[config.mk]
export PLATFORM = sky130hd
export DESIGN_NAME = memory_access
export DESIGN_NICKNAME = d
export VERILOG_FILES = /design/src/rtl/memory_access.sv
export SDC_FILE = /design/constraint.sdc
export NUM_CORES = 1
export LEC_CHECK = 0
export ABC_CLOCK_PERIOD_IN_PS = 6000
export CAP_MARGIN = 20
export CELL_PAD_IN_SITES_DETAIL_PLACEMENT = 0
export CELL_PAD_IN_SITES_GLOBAL_PLACEMENT = 2
export CORE_MARGIN = 3
export CORE_UTILIZATION = 26
export DETAILED_ROUTE_END_ITERATION = 16
export PLACE_DENSITY_LB_ADDON = 0.1
export SLEW_MARGIN = 20
export SYNTH_ARGS = -nofsm -noshare
export SYNTH_HDL_FRONTEND = slang
export SYNTH_SLANG_ARGS = --single-unit
[constraint.sdc]
create_clock -name clk -period 6 [get_ports clk]
set_input_delay 1.2 -clock clk [delete_from_list [all_inputs] [get_ports clk]]
set_output_delay 1.2 -clock clk [all_outputs]
set_load 0.01 [all_outputs]
[src/rtl/memory_access.sv]
// Memory stage: issues one data-memory transaction at a time, aligns/extends load
// data and drives the register-file writeback port, stalling upstream meanwhile.
module memory_access #(
    parameter int unsigned XLEN        = 32,
    parameter int unsigned ALIGN_CHECK = 1
) (
    input  logic            clk,
    input  logic            reset_n,
    input  logic [4:0]      rd,
    input  logic            rdm_v,
    input  logic [3:0]      minst,
    input  logic [XLEN-1:0] rd_data,
    input  logic [XLEN-1:0] st_data,
    output logic            hazard_m,
    output logic            dmem_req,
    output logic            dmem_we,
    output logic [XLEN-1:0] dmem_addr,
    output logic [3:0]      dmem_be,
    output logic [XLEN-1:0] dmem_wdata,
    input  logic            dmem_ready,
    input  logic            dmem_rvalid,
    input  logic [XLEN-1:0] dmem_rdata,
    output logic            wb_v,
    output logic [4:0]      wb_rd,
    output logic [XLEN-1:0] wb_data,
    output logic            exc_m
);

    localparam logic [1:0] IDLE = 2'd0;
    localparam logic [1:0] REQ  = 2'd1;
    localparam logic [1:0] WAIT = 2'd2;
    localparam logic [3:0] NOP  = 4'b1100;

    logic [1:0]      state;
    logic [4:0]      m_rd;
    logic            m_rdm_v;
    logic [3:0]      m_minst;
    logic [XLEN-1:0] m_addr;
    logic [XLEN-1:0] m_st;

    logic            is_load;
    logic            is_store;
    logic            is_mem;
    logic            misalign;
    logic [1:0]      lane;
    logic [3:0]      be;
    logic [XLEN-1:0] wdata;
    logic [7:0]      byte_sel;
    logic [15:0]     half_sel;
    logic [XLEN-1:0] ld_data;

    // Loads and stores share the size encoding in minst[1:0]: 00 B, 01 H, otherwise W.
    always_comb begin
        lane     = m_addr[1:0];
        is_load  = ~m_minst[3];
        is_store = (m_minst[3:2] == 2'b10);
        is_mem   = is_load | is_store;
        misalign = 1'b0;
        be       = 4'b1111;
        wdata    = m_st;
        case (m_minst[1:0])
            2'b00: begin
                be    = 4'b0001 << lane;
                wdata = {(XLEN/8){m_st[7:0]}};
            end
            2'b01: begin
                be       = 4'b0011 << {lane[1], 1'b0};
                wdata    = {(XLEN/16){m_st[15:0]}};
                misalign = lane[0];
            end
            2'b10: misalign = (lane != 2'b00);
            default: ;
        endcase
        misalign = misalign & is_mem & (ALIGN_CHECK != 0);
    end

    always_comb begin
        byte_sel = dmem_rdata[{lane, 3'b000} +: 8];
        half_sel = dmem_rdata[{lane[1], 4'b0000} +: 16];
        case (m_minst[2:0])
            3'b000:  ld_data = {{(XLEN-8){byte_sel[7]}}, byte_sel};
            3'b100:  ld_data = {{(XLEN-8){1'b0}}, byte_sel};
            3'b001:  ld_data = {{(XLEN-16){half_sel[15]}}, half_sel};
            3'b101:  ld_data = {{(XLEN-16){1'b0}}, half_sel};
            3'b010:  ld_data = dmem_rdata;
            default: ld_data = '0;
        endcase
    end

    always_comb begin
        hazard_m   = (state != IDLE) | (is_mem & ~misalign);
        dmem_req   = (state == REQ);
        dmem_we    = dmem_req & is_store;
        dmem_addr  = dmem_req ? {m_addr[XLEN-1:2], 2'b00} : '0;
        dmem_be    = dmem_req ? be : '0;
        dmem_wdata = dmem_we ? wdata : '0;
    end

    always_ff @(posedge clk) begin
        if (!reset_n) begin
            state   <= IDLE;
            m_rd    <= '0;
            m_rdm_v <= 1'b0;
            m_minst <= NOP;
            m_addr  <= '0;
            m_st    <= '0;
            wb_v    <= 1'b0;
            wb_rd   <= '0;
            wb_data <= '0;
            exc_m   <= 1'b0;
        end else begin
            wb_v  <= 1'b0;
            exc_m <= 1'b0;
            if (!hazard_m) begin
                m_rd    <= rd;
                m_rdm_v <= rdm_v;
                m_minst <= minst;
                m_addr  <= rd_data;
                m_st    <= st_data;
            end
            case (state)
                IDLE: begin
                    if (!is_mem) begin
                        wb_v <= m_rdm_v;
                        if (m_rdm_v) begin
                            wb_rd   <= m_rd;
                            wb_data <= m_addr;
                        end
                    end else if (misalign) begin
                        exc_m <= 1'b1;
                    end else begin
                        state <= REQ;
                    end
                end
                REQ: if (dmem_ready) state <= WAIT;
                WAIT: begin
                    if (dmem_rvalid) begin
                        state <= IDLE;
                        if (is_load) begin
                            wb_v <= m_rdm_v;
                            if (m_rdm_v) begin
                                wb_rd   <= m_rd;
                                wb_data <= ld_data;
                            end
                        end
                        // Retire the latched command so IDLE does not re-issue it.
                        m_rdm_v <= 1'b0;
                        m_minst <= NOP;
                    end
                end
                default: state <= IDLE;
            endcase
        end
    end

endmodule

==> Yosys cells after proc, flatten, opt, wreduce, memory -nomap -nowiden <==
Index checks and enable logic that the tools add are counted.
{ "totals": {"regBits": 115, "latch_bits": 0, "mem_bits_rw": 0, "rom_bits": 0, "in_bits": 110, "output_inout_bits": 110, "word_cells": 82, "mem_count": 0} }
{ "classes": {"n_addsub": 0, "mul": 0, "n_div": 0, "order_cmp": 0, "eq_ne": 17, "n_shift": 4, "muxes": 34, "n_bitwise": 7, "reduce_logical": 10} }
{ "op_table": {"columns": ["op", "count"], "rows": [
  ["two-way mux 32 bit", 7],
  ["case mux 32 bit (5 select lines)", 1],
  ["case mux 32 bit (2 select lines)", 2],
  ["variable part select 32 x 6 -> 16 bit", 1],
  ["variable part select 32 x 6 -> 8 bit", 1],
  ["two-way mux 5 bit", 4],
  ["two-way mux 4 bit", 4],
  ["!= test 2 bit (second input constant)", 7],
  ["case mux 5 bit (2 select lines)", 1],
  ["two-way mux 2 bit", 4],
  ["case mux 4 bit (2 select lines)", 1],
  ["AND reduction 4 bit", 2],
  ["two-way mux 1 bit", 7],
  ["equality test 2 bit (second input constant)", 3],
  ["equality test 3 bit (second input constant)", 2],
  ["case mux 2 bit (3 select lines)", 1],
  ["AND reduction 6 bit", 1],
  ["nonzero test 2 bit", 3],
  ["equality test 2 x 1 -> 1 bit (second input constant)", 2],
  ["zero test 2 bit", 2],
  ["case mux 1 bit (2 select lines)", 2],
  ["left shift 1 x 2 -> 4 bit (first input constant)", 1],
  ["left shift 2 x 2 -> 4 bit (first input constant)", 1],
  ["bitwise AND 1 bit", 3],
  ["7 further kinds", 9]
]} }

==> Logic depth before layout (Yosys ltp) <==
Gate-level depths: netlist of the first run.
{ "depth": {"ltp_word": 9, "depth_mapped": 11} }

==> Least setup slack after synthesis of the first run <==
OpenSTA, ideal clock, no wires.
{ "synth_timing": {"path_kind": "reg2out", "from": "register m_minst[1]", "to": "output dmem_wdata[10]", "arrival_time_ps": 1969, "required_ps": 4800, "slack_ps": 2831, "stages_incl_launch_ff": 9, "path_cell_list": "dfxtp_1 > clkbuf_1 > inv_1 > ha_1 > clkbuf_1 > buf_1 > nand2_1 > nand2_1 > a21oi_1"} }
{ "synth_via": {"elab_chain_cells": 3} }
{ "synth_rtl": {"columns": ["element", "line_no", "source"], "rows": [
  ["start: declaration", "37", "logic [3:0] m_minst;"],
  ["start signal: assignment", "117", "m_minst <= minst;"],
  ["equality test 2 x 1 -> 1 bit / zero test 2 bit (equally long branches)", "61", "case (m_minst[1:0])"],
  ["case mux 32 bit (2 select lines) (*)", "61", null],
  ["two-way mux 32 bit (*)", "96", "dmem_wdata = dmem_we ? wdata : '0;"],
  ["end: declaration", "19", "output logic [XLEN-1:0] dmem_wdata,"]
]} }
Mark *: on every way between the ends. The rest lies on a longest branch, timed or not.

==> Worst setup path after layout of the first run <==
{ "layout_timing": {"from": "register m_minst[1]", "to": "output dmem_wdata[31]"} }
The elaborated chain is that of the path after synthesis.

==> key figures, run 1 <==
Routing
  – Via/cell ratio: 4.91
  – Number of antenna-violating nets in the routed design: 0
  – Wirelength, routed: 22800 um
  – Drc violations: 0
  – Starting DRT DRC Count: 432
  – Total via count in the routed design: 6039
  – Routed len/inst: 18.5 um
  – First-pass DRT Iterations: 7

Layout
  – Fin util: 40.2%
  – # nets final: 1056
  – Synth-to-Final Area Change: 49.3%
  – Layout cells sized above 1: 6.50%

Clock network
  – Root Buffer: clkbuf_16
  – Num CTS Buffers: 17
  – Clock tree buffer depth: 2
  – Hold buffers post-CTS: 0
  – Clock transition at path regs: 50 ps
  – Worst skew pair latency: 410 ps
  – PostCTS Resize Cnt: 0
  – H-tree levels: 4
  – Setup Fix Bufs, Post-CTS: 0
  – Clock tree from TritonCTS: done
  – Clock sinks: 115

Timing
  – Setup TNS: 0 ps
  – Fmax achieved: 216 MHz
  – Final period util: 77.1%
  – Setup violation total in the final timing report: 0
  – Minimum clock period: 4630 ps
  – Fin. max-slew vios: 0
  – Setup ws final: 1370 ps
  – RSZ-0062 raised after global routing: false
  – Final hold vios: 0
  – Worst-Margin Slew: 1000 ps
  – Hold slack: 448 ps
  – Rel. slew slack: 33.1%
  – Clock skew: 9.56 ps

Floorplanning
  – Die ar.: 0.0240 sq mm
  – Die Wd: 155 um
  – Initial core utilization: 26.9%
  – Total I/O pin count: 220
  – CORE AREA: 0.0214 sq mm
  – Site Rows: 53
  – Die Y-Extent: 155 um

Flow run
  – Maxcap violations: 0

Power
  – Peak VDD IR: 0.251 mV
  – Lkg Pwr: 3.40 nW
  – Power Total: 0.00373 W
  – Power per cell area: 433 mW/mm^2

Critical path
  – Worst Setup Start Kind: flip-flop
  – CP bufs+invs: 2
  – CP startpoint: m_minst[1]
  – CP max stage cell: dfxtp_1
  – Critical path arrival: 3430 ps
  – Setup crit end kind: output port
  – Flop-to-flop setup slack: 2210 ps
  – Crit path cell chain: inv_1 > ha_1 > nor2_2 > nand2_1 > a31oi_1 > clkdlybuf4s50_1
  – Critical Path End: dmem_wdata[31]
  – WS Path Type: flip-flop to output port
  – Worst EP required: 4800 ps
  – RR Startpoint: m_minst[1]
  – CP delay by family, top: simple AND/OR/NAND/NOR gates
  – Crit path largest cell delay: 700 ps
  – Critical Path Fanout Max: 22
  – Reg-to-reg endpoint: wb_data[19]
  – Critical Path Stages: 6
  – Register-to-Register Path Depth: 7

Min path
  – Hold Path Cell Cnt: 2
  – HP Class: flip-flop to flip-flop

Placed design
  – # port buffers: 217
  – DP HPWL: 16000 um
  – RePlAce Congestion: 0.880
  – Pre-CTS setup slack: 1530 ps

Synthesis
  – Synthesis warning total: 0
  – Area leader, netlist: dfxtp_1
  – Cells after Synth: 771
  – Synth Flop Type: dfxtp_1
  – Post-synth cell types: 41
  – Fraction of registers with async set/reset: 0%
  – Number of synthesized flops with an enable pin: 0
  – Seq/Total Area, Yosys: 39.9%
  – Synth top area cells: dfxtp_1 (40%), nand3_1 (13%), nand2_1 (11%), and2_1 (4.3%), o21ai_0 (3.9%)
  – Synth cell count leaders: nand2_1 (165), nand3_1 (145), dfxtp_1 (115)
  – Syn avg cell area: 7.49 sq um
  – Yosys top cell area share: 39.9%
  – Post-synthesis register bit count: 115
  – Synthesized area: 0.00577 sq mm
  – Count leader, synth: nand2_1

Global route
  – Met2 Track Usage GR: 30.6%
  – Global Route Usage Sum: 18.7%
  – Grt total ovfl: 0
  – GRT met3 Usage: 5.40%
  – Initial antenna violation count: 0
  – GR Util met1: 23.4%
  – Vias in the first global route: 6223
  – First-pass GRT wire length: 35100 um
  – GR peak layer: met2
  – Largest net degree at the start of global routing: 75

Outcome
  – Status: complete, no violations
[flip-flops by register name, indices dropped and copies added (netlist names)]
register / count
m_addr: 32
m_st: 32
wb_data: 32
m_rd: 5
wb_rd: 5
m_minst: 4
state: 2
exc_m: 1
m_rdm_v: 1
wb_v: 1
[worst reg2reg max path: stages, from the launching register on]
cell	delay (ps)
dfxtp_1	500
inv_1	170
ha_1	830
nor2_2	340
a21oi_2	680
nor2b_2	870
a221oi_1	200
nor2_1	140
[through the flow]
stage	cells	cell area, sq um
5_1_grt	1229	8620
2_1_floorplan	772	5780
3_5_place_dp	1199	8040
3_3_place_gp	1199	8040
4_1_cts	1229	8610
6_report	1230	8620
[metal layers]
layer	vias up	part of all wire, %	wire length [um]
met3	32	7.2	1640
met1	2794	44	9980
met4	0	2.3	518
met2	214	47	10600
met5	-	0	0
li1	2999	-	-
[logic make-up after synthesis]
kind of cell | share of synthesized area, %
simple gates | 32.3
buf+inv | 6.18
other cells | 0.0650
compound gates | 16.3
flops | 39.9
fa+ha+maj | 0.650
mux | 4.55
[where the power goes]
part / total [W] / internal, W / switching, W / leakage, nW
Combinational: 0.00151 / 0.000582 / 0.000924 / 2.17
Clock: 0.000989 / 0.000648 / 0.000341 / 0.283
Sequential: 0.00124 / 0.00101 / 0.000228 / 0.945
Total: 0.00373 / 0.00224 / 0.00149 / 3.40
[how the worst min path moves through the flow]
stage / from / endpoint
4_1_cts: m_st[16] / m_st[16]
2_1_floorplan: m_st[16] / m_st[16]
3_3_place_gp: m_st[17] / m_st[17]
5_1_grt: m_rd[0] / m_rd[0]
3_5_place_dp: m_st[16] / m_st[16]
6_report: m_st[16] / m_st[16]
[layout make-up]
cell class / instances / area (sq um)
fillers: 2204 / 12800
multi-input cells: 576 / 3140
flip-flops and latches: 115 / 2300
repair buffers: 224 / 2220
clock buffers: 25 / 495
well taps: 275 / 344
clock inverters: 5 / 75.1
inverters: 9 / 33.8
diodes: 1 / 2.50
[placed cells by master (no fill, tap or decap), types with 7 or more instances in the layout]
master           synthesis  final
a21oi_1                 33     32
a221oi_1                13     13
a221oi_2                10     10
a22o_1                   7      7
a31oi_1                  9      9
and2_1                  40     40
buf_4                    2      8
clkbuf_16                0     17
clkdlybuf4s50_1          0    216
dfxtp_1                115    115
inv_1                    9      8
mux2_2                   8      8
mux2i_1                 15     15
nand2_1                165    165
nand3_1                145    145
nor2_1                  43     42
o21ai_0                 45     45
No activity file was read; power rests on OpenSTA's default activity.
==> run 2, diff against run 1 <==
Settings changed: ABC_CLOCK_PERIOD_IN_PS 6000 to 3800, CORE_UTILIZATION 26 to 21.
Clock period 6 ns to 3.8 ns, I/O delays scaled along.
==> run 2 against run 1 <==
  * Via count fell by 0.78%
  * Die area increased by 23%
  * Cell area up 2.8%
  * Critical endpoint is now hazard_m
  * Global-route usage is 2.1 points lower
  * Wire length increased by 10%
  * Clock skew is 1.6 ps lower
  * Sequential share of layout area fell by 0.72 points
  * First-iteration DRC count is 23% lower
  * Worst hold slack better by 0.96 ps
  * Worst setup slack lost 860 ps
  * Flip-flop and latch count unchanged
  * Non-clock buffer count rose by 13
==> key figures, run 2 (synthesized netlist as in run 1, its figures left out) <==
Outcome
  – Status: complete, no violations

Min path
  – HP Class: flip-flop to flip-flop

Floorplanning
  – Initial core utilization: 21.4%
  – Die Wd: 172 um
  – Die ar.: 0.0295 sq mm
  – Die Y-Extent: 172 um
  – Total I/O pin count: 220
  – CORE AREA: 0.0270 sq mm
  – Site Rows: 60

Placed design
  – Placed insts: 1278
  – RePlAce Congestion: 0.735
  – DP HPWL: 17200 um
  – Pre-CTS setup slack: 913 ps
  – Placed instance area: 0.00824 sq mm
  – # port buffers: 217

Layout
  – Fillcell total: 2890
  – Layout cells sized above 1: 8.26%
  – Synth-to-Final Area Change: 53.5%
  – Diodes inserted: 0
  – Top Registers: m_addr: 32 flops, m_st: 32 flops, wb_data: 32 flops
  – Most frequent cells in the layout: clkdlybuf4s50_1 (216), nand2_1 (165), nand3_1 (145)
  – Finished Layout Cells: 1310
  – # nets final: 1069
  – Commonest non-fill, non-tap cell in the layout: clkdlybuf4s50_1
  – Fin area: 0.00886 sq mm

Timing
  – Hold slack: 449 ps
  – Fin. max-slew vios: 0
  – Final hold vios: 0
  – Clock skew: 7.93 ps
  – Final period util: 86.5%
  – Setup ws final: 513 ps
  – RSZ-0062 raised after global routing: false
  – Rel. slew slack: 34.6%
  – Setup TNS: 0 ps
  – Setup violation total in the final timing report: 0
  – Minimum clock period: 3290 ps
  – Fmax achieved: 304 MHz
  – Worst-Margin Slew: 977 ps

Critical path
  – WS Path Type: flip-flop to output port
  – Worst EP required: 3040 ps
  – Critical path arrival: 2530 ps
  – Setup crit end kind: output port
  – Most used cell, CP: buf_4
  – Crit path cell chain: buf_4 > ha_1 > buf_4 > nand2_1 > a21bo_2 > a211oi_4 > inv_2 > clkdlybuf4s50_1
  – Crit path largest cell delay: 520 ps
  – Critical Path Fanout Max: 20
  – Worst Setup Start Kind: flip-flop
  – CP max stage cell: clkdlybuf4s50_1

Power
  – Lkg Pwr: 3.48 nW
  – Power per cell area: 695 mW/mm^2
  – Peak VDD IR: 0.516 mV

Global route
  – Vias in the first global route: 5962
  – GRT met3 Usage: 4.94%
  – First-pass GRT wire length: 36800 um
  – Met2 Track Usage GR: 26.6%
  – Initial antenna violation count: 0
  – Largest net degree at the start of global routing: 84
  – GR Util met1: 21.8%
  – Global Route Usage Sum: 16.5%
  – GR peak layer: met2
  – Grt total ovfl: 0

Routing
  – Via/cell ratio: 4.57
  – Number of antenna-violating nets in the routed design: 0
  – Total via count in the routed design: 5992
  – First-pass DRT Iterations: 4
  – Starting DRT DRC Count: 334
  – Wirelength, routed: 25000 um
  – Routed len/inst: 19.1 um
  – Drc violations: 0

Clock network
  – Setup Fix Bufs, Post-CTS: 0
  – Clock transition at path regs: 60 ps
  – Worst skew pair latency: 420 ps
  – Clock tree from TritonCTS: done
  – Clock sinks: 115
  – Hold buffers post-CTS: 0
  – H-tree levels: 4
  – Root Buffer: clkbuf_16
  – Clock tree buffer depth: 2
  – Num CTS Buffers: 17
  – PostCTS Resize Cnt: 0

Flow run
  – Maxcap violations: 0
-- run 2: final timing paths --
path                    from          end  slack [ps]  depth (start not counted)
setup / recovery  m_minst[1]     hazard_m         510                          8
hold / removal       m_rd[4]      m_rd[4]         450                          2
setup reg to reg  m_minst[0]  wb_data[18]        1070                          9
hold reg to reg      m_rd[4]      m_rd[4]         450                          2
-- run 2: through the flow --
| stage | utilization, % | total power (W) |
|---|---|---|
| after floorplan | - | 0.00337 |
| after global placement | 30.6 | 0.00455 |
| after detailed placement | 30.6 | 0.00453 |
| after CTS | 32.9 | 0.00629 |
| after global routing | 32.9 | 0.00659 |
| final | 32.9 | 0.00615 |
-- run 2: area by class of cell --
class | count | area, sq um | share of cell area [%]
clock inverters | 14 | 179 | 2.02
well taps | 341 | 427 | 4.82
multi-input cells | 576 | 3140 | 35.5
flip-flops and latches | 115 | 2300 | 26.0
repair buffers | 237 | 2340 | 26.4
inverters | 9 | 33.8 | 0.381
clock buffers | 18 | 439 | 4.96
-- run 2: power breakdown --
group | switching [W] | total (W) | internal, W | leakage, nW
combinational | 0.00155 | 0.00251 | 0.000965 | 2.24
sequential | 0.000325 | 0.00192 | 0.00160 | 0.945
clock | 0.000664 | 0.00172 | 0.00106 | 0.293
-- run 2: worst max-delay path, delay by kind of cell, from the launching register on --
family,cells,cell delay [ps]
adders and majority gates,1,180
and+or+nand+nor,1,80
buffers and inverters,4,1040
AOI/OAI and AO/OA,2,480
DFF,1,320
-- run 2: per-layer routing --
layer  share of wire [%]  up-vias
met3                 6.9       15
met4                 1.1        0
met1                  46     2789
met2                  46      167
li1                    -     3021
met5                   0        -
